`src/rtl/piso16_pkg.sv`:
```
// Shared definitions for the 16-bit parallel-in/serial-out serializer.
package piso16_pkg;

    typedef enum logic {
        IDLE  = 1'b0,
        SHIFT = 1'b1
    } state_t;

    localparam int DEFAULT_WIDTH = 16;

endpackage

```
`src/rtl/piso16_serializer_bit_counter.sv`:
```
// Saturating up-counter: async active-low reset, sync clear, enable, terminal-count flag.
module bit_counter #(
    parameter int MAX = 15,
    parameter int CW  = 4
) (
    input  logic          clk,
    input  logic          reset,
    input  logic          clear,
    input  logic          en,
    output logic [CW-1:0] count,
    output logic          tc
);

    assign tc = (count == CW'(MAX));

    // Holds at MAX instead of wrapping so a stray enable cannot restart the word.
    always_ff @(posedge clk or negedge reset) begin
        if (!reset) begin
            count <= '0;
        end else if (clear) begin
            count <= '0;
        end else if (en && !tc) begin
            count <= count + 1'b1;
        end
    end

endmodule

```
`src/rtl/piso16_serializer.sv`:
```
// Parallel-in/serial-out serializer with a load_valid/load_ready word handshake
// and registered sout/sout_valid/last outputs.
module piso16_serializer
    import piso16_pkg::*;
#(
    parameter int WIDTH     = DEFAULT_WIDTH,
    parameter bit MSB_FIRST = 1'b1
) (
    input  logic             clk,
    input  logic             reset,
    input  logic [WIDTH-1:0] d,
    input  logic             load_valid,
    output logic             load_ready,
    output logic             sout,
    output logic             sout_valid,
    output logic             last,
    output logic             fsm_state
);

    localparam int CW = $clog2(WIDTH);

    // Handshake: a word transfers on a rising edge where load_valid and load_ready are both 1;
    // load_ready is 1 in IDLE and during the final bit of a word, so words can run back-to-back.

    state_t           state, state_next;
    logic [WIDTH-1:0] shreg, shreg_next;
    logic             sout_next, valid_next, last_next;
    logic [CW-1:0]    cnt;
    logic             cnt_tc;
    logic             accept;

    function automatic logic first_bit(input logic [WIDTH-1:0] w);
        return MSB_FIRST ? w[WIDTH-1] : w[0];
    endfunction

    function automatic logic [WIDTH-1:0] shift_word(input logic [WIDTH-1:0] w);
        return MSB_FIRST ? (w << 1) : (w >> 1);
    endfunction

    assign load_ready = (state == IDLE) || cnt_tc;
    assign accept     = load_valid && load_ready;
    assign fsm_state  = state;

    bit_counter #(
        .MAX (WIDTH - 1),
        .CW  (CW)
    ) u_bit_counter (
        .clk   (clk),
        .reset (reset),
        .clear (accept),
        .en    (state == SHIFT),
        .count (cnt),
        .tc    (cnt_tc)
    );

    always_comb begin
        state_next = state;
        shreg_next = shreg;
        sout_next  = sout;
        valid_next = sout_valid;
        last_next  = last;
        if (accept) begin
            // First bit goes straight to sout; the register keeps the remaining bits.
            state_next = SHIFT;
            sout_next  = first_bit(d);
            shreg_next = shift_word(d);
            valid_next = 1'b1;
            last_next  = 1'b0;
        end else if (state == SHIFT) begin
            if (cnt_tc) begin
                state_next = IDLE;
                shreg_next = '0;
                sout_next  = 1'b0;
                valid_next = 1'b0;
                last_next  = 1'b0;
            end else begin
                sout_next  = first_bit(shreg);
                shreg_next = shift_word(shreg);
                last_next  = (cnt == CW'(WIDTH - 2));
            end
        end
    end

    always_ff @(posedge clk or negedge reset) begin
        if (!reset) begin
            state      <= IDLE;
            shreg      <= '0;
            sout       <= 1'b0;
            sout_valid <= 1'b0;
            last       <= 1'b0;
        end else begin
            state      <= state_next;
            shreg      <= shreg_next;
            sout       <= sout_next;
            sout_valid <= valid_next;
            last       <= last_next;
        end
    end

endmodule

```
`config.mk`:
```
export PLATFORM = sky130hd
export DESIGN_NAME = piso16_serializer
export DESIGN_NICKNAME = d
export VERILOG_FILES = /design/src/rtl/piso16_pkg.sv /design/src/rtl/piso16_serializer_bit_counter.sv /design/src/rtl/piso16_serializer.sv
export SDC_FILE = /design/constraint.sdc
export NUM_CORES = 1
export LEC_CHECK = 0
export CORE_MARGIN = 2
export CORE_UTILIZATION = 30
export CTS_CLUSTER_SIZE = 10
export DETAILED_ROUTE_END_ITERATION = 16
export PLACE_DENSITY_LB_ADDON = 0.05
export REMOVE_ABC_BUFFERS = 1
export SLEW_MARGIN = 0
export SYNTH_ARGS = -nofsm -noshare
export SYNTH_HDL_FRONTEND = slang
export SYNTH_SLANG_ARGS = --single-unit
```
`constraint.sdc`:
```
create_clock -name clk -period 1.6 [get_ports clk]
set_input_delay 0.48 -clock clk [delete_from_list [all_inputs] [get_ports clk]]
set_output_delay 0.48 -clock clk [all_outputs]
set_load 0.01 [all_outputs]
```
==> qor.log <==
[status] run status complete, but fails checks
[status] violated checks setup timing
[clock_network] clock sinks 23
[clock_network] deepest clock path buffer count 2
[power_and_ir_drop] Pwr per Cell Area 1398 mW/mm2
[yosys] multiplexer area fraction after synthesis 15.17%
[timing] Tightest Pin Transition 0.3034 ns
[critical_path] Critical Path Slowest Stage Cell sky130_fd_sc_hd__dfrtp_1
[critical_path] critical path, cell by cell ha_2 > nand3_2 > and2_4 > inv_4 > buf_6
[power_and_ir_drop] clock power share 16.2%
[die] Total Die Area 0.004508 mm2
[critical_path] critical path endpoint category output port
[timing] number of hold violations in the final report 0
[critical_path] dominant delay contributor by cell family on the critical path flip-flops
[min_path] hold crit path type flop to flop
[global_routing] M3 GR Usage 2.167%
[critical_path] Data arrival, critical path 1.22 ns
[critical_path] Register-to-Register Path Depth 5
[clock_network] clock tree from TritonCTS built
[timing] post-route setup slack -0.09596 ns
[yosys] simple-gate area share of the yosys netlist 12.55%
[critical_path] Buffers & Inverters on Critical Path 2
[global_routing] remaining global-route overflow 0
[power_and_ir_drop] highest ir drop seen on vdd 0.5373 mV
[critical_path] startpoint of the worst setup timing path u_bit_counter.count[0]
[min_path] hold path depth 1
[global_routing] maximum number of pins on one net before global-route repair 24
[yosys] area share of the largest cell type after synthesis 48.12%
[timing] relative max-transition margin 79.77%
[critical_path] launching element type of the critical path flop
[layout] commonest non-fill, non-tap cells in the layout 23 x sky130_fd_sc_hd__dfrtp_1, 17 x sky130_fd_sc_hd__mux2i_1, 17 x sky130_fd_sc_hd__nor2_1, 17 x sky130_fd_sc_hd__clkdlybuf4s50_1, 16 x sky130_fd_sc_hd__a221o_1
[die] top-level I/O count 24
[detailed_routing] detailed-route via count 953
[timing] Max Clock Freq 589.6 MHz
[critical_path] count of cell instances traversed by the critical path 5
[global_routing] number of antenna violations at the first check in global routing 0
[critical_path] Worst EP required 1.12 ns
[global_routing] number of global-route vias before repair 927
[clock_network] cell at the root of the clock tree sky130_fd_sc_hd__clkbuf_8
[critical_path] delay of the slowest cell on the worst path 0.39 ns
[place] placed instance area 0.001563 mm2
[place] buffers added on ports 23
[detailed_routing] average wire per cell in the routed design 14.14 um
[timing] final worst-path cycle share 106.0%
[layout] final core occ 43.22%
[yosys] post-synthesis share of cell area spent on xor and xnor gates 0%
[critical_path] Reg2Reg Capture Point shreg[13]
[timing] unrepaired setup endpoints after global routing yes
[timing] Pins Over Slew Limit 0
[yosys] average cell area after synthesis 11.39 um2
[place] # placed instances 182
[layout] final standard cell count with taps included and fillers excluded 187
[critical_path] end point of the critical path load_ready
[layout] antenna cell count 0
[power_and_ir_drop] internal power contribution 1.534 mW
[yosys] number of distinct library cells after synthesis 26
[yosys] cell area after technology mapping 0.001196 mm2
[detailed_routing] DR iter-0 viols 33
[yosys] largest family of logic cells by synthesized area compound AO/OA/AOI/OAI gates
[place] Final HPWL DP 1783 um
[yosys] Mapped Cells 105
[power_and_ir_drop] switching power 0.7277 mW
[global_routing] highest-utilization routing layer at the global route stage met2
[job] maximum capacitance violations 0
[detailed_routing] DRT antenna net count 0
[detailed_routing] overall routed net length 2645 um
[clock_network] clk_lat worst skew 0.26 ns
[die] die height 67.15 um
[yosys] complex-gate fraction of the synthesized area 16.63%
[yosys] Adder-Cell Fraction of Synth Area 2.092%
[global_routing] Global Route met2 Usage 21.16%
[timing] Setup violations, final 1
[clock_network] clock-pin slew reported for the worst setup and hold paths after clock tree synthesis 0.09 ns
[timing] worst clock skew on the final layout 0.003644 ns
[yosys] register area share after synthesis 48.12%
[die] Starting Density 31.95%
[yosys] library cell with the largest summed area after synthesis sky130_fd_sc_hd__dfrtp_1
[die] total number of placement rows 22
[power_and_ir_drop] Logic pwr share 43.3%
[clock_network] CTS buffer count 3
[power_and_ir_drop] portion of total power attributed to sequential cells 40.5%
[yosys] dominant cells by area after synthesis sky130_fd_sc_hd__dfrtp_1 48%, sky130_fd_sc_hd__mux2i_1 14%, sky130_fd_sc_hd__a221o_1 13%
[yosys] yosys warns 0
[place] pre-CTS setup slack -0.3152 ns
[global_routing] combined global-route utilization of all metal layers 13.08%
[detailed_routing] vias per cell 5.096
[critical_path] Reg-to-Reg Start u_bit_counter.count[0]
[die] Placeable Area 0.003744 mm2
[critical_path] setup slack, reg-to-reg 0.12 ns
[timing] crit path time final 1.696 ns
[layout] net count reported at finish 161
[global_routing] wire length of the first global-routing pass 4374 um
[layout] final cell area excluding filler cells 0.001618 mm2
[clock_network] H-tree depth 1
[yosys] post-synthesis sequential element count 23
[detailed_routing] drt first pass iters 4
[power_and_ir_drop] switching part of the total power 32.18%
[place] routability congestion estimate from global placement 0.6793
[detailed_routing] Post-route DRC 0
[power_and_ir_drop] static leakage power 0.7488 nW
[layout] fraction of layout instances using a drive strength above 1 19.42%
[layout] growth of design area from synthesis to finish 35.25%
[critical_path] worst setup path class flop to output port
[die] DIE WIDTH 67.15 um
[min_path] worst hold start shreg[3]
[layout] most common cell after layout, fill and taps aside sky130_fd_sc_hd__dfrtp_1
[global_routing] met1 track demand over resource in global routing 17.36%
[critical_path] CP Max Fanout 2
[final cells by class]
class                      instances  area (um2)
inverter                           3       13.76
timing repair buffer              38       364.1
sequential                        23       575.6
tap                               48       60.06
multi-input combinational         71       558.0
fill                             395        2126
clock buffer                       3       41.29
clock inverter                     1       5.005
[layer usage]
metal / share of wire [%] / wire length, um / vias up
met2: 45 / 1198 / 21
met5: 0 / 0 / -
li1: - / - / 461
met1: 48 / 1275 / 467
met3: 4.8 / 128 / 4
met4: 1.6 / 42 / 0
[logic make-up (layout without fill, tap and decap cells)]
group,Yosys count,count (layout)
flip-flops,23,23
AND/OR/NAND/NOR,29,29
multiplexers,18,18
AO/OA/AOI/OAI,22,22
adder cells (fa/ha/maj),2,2
buffers and inverters,11,45
[repair_timing]
action / CTS / global route
cloned: 0 / 0
pin swaps: 2 / 1
setup buffers: 0 / 1
endpoints found under the setup margin: 19 / 2
hold buffers: 0 / 0
gates resized for setup: 13 / 1
[synth_stat cells, drive strengths merged]
| library cell | count |
|---|---|
| or2b | 1 |
| or2 | 1 |
| nor3b | 1 |
| o21ai | 1 |
| a32o | 1 |
| dfrtp | 23 |
| nor2 | 17 |
| a221o | 16 |
| buf | 6 |
| inv | 3 |
| nand3 | 3 |
| a21oi | 3 |
| mux2 | 1 |
| and2 | 2 |
| and4b | 1 |
| ha | 2 |
| and4 | 1 |
| clkbuf | 2 |
| mux2i | 17 |
| nand2b | 1 |
| nand2 | 1 |
| a22o | 1 |
[worst min-delay path by stage]
stage | endpoint
floorplan | fsm_state
global placement | last
detailed placement | shreg[7]
CTS | shreg[4]
global route | shreg[4]
finish | shreg[4]
[state kept, by name (all words and copies together), names as in the netlist]
signal	cells
fsm_state	1
last	1
shreg	15
sout	1
sout_valid	1
u_bit_counter.count	4
[power groups by stage]
stage               clock network, mW  logic [mW]  registers (mW)
floorplan                           0       0.505           0.956
global placement                    0       0.979           0.923
detailed placement                  0       0.988           0.925
CTS                             0.385       0.983           0.915
global route                    0.409        1.09           0.944
finish                          0.366       0.980           0.915
[worst register-to-register path, delay by kind of cell (launching register included)]
kind,cells,cell delay [ns]
flops,1,0.39
compound gates,1,0.30
buf+inv,2,0.29
fa+ha+maj,1,0.20
simple gates,1,0.19
[stage by stage]
step,setup TNS (ns),power [mW],hold slack [ns]
final,-0.09596,2.261,0.5126
after global routing,-0.1544,2.438,0.5377
after CTS,-0.1180,2.284,0.5185
after detailed placement,-5.983,1.913,0.4932
after global placement,-5.747,1.902,0.4937
after floorplan,0,1.461,0.1844
(Power assumes the default switching activity.)
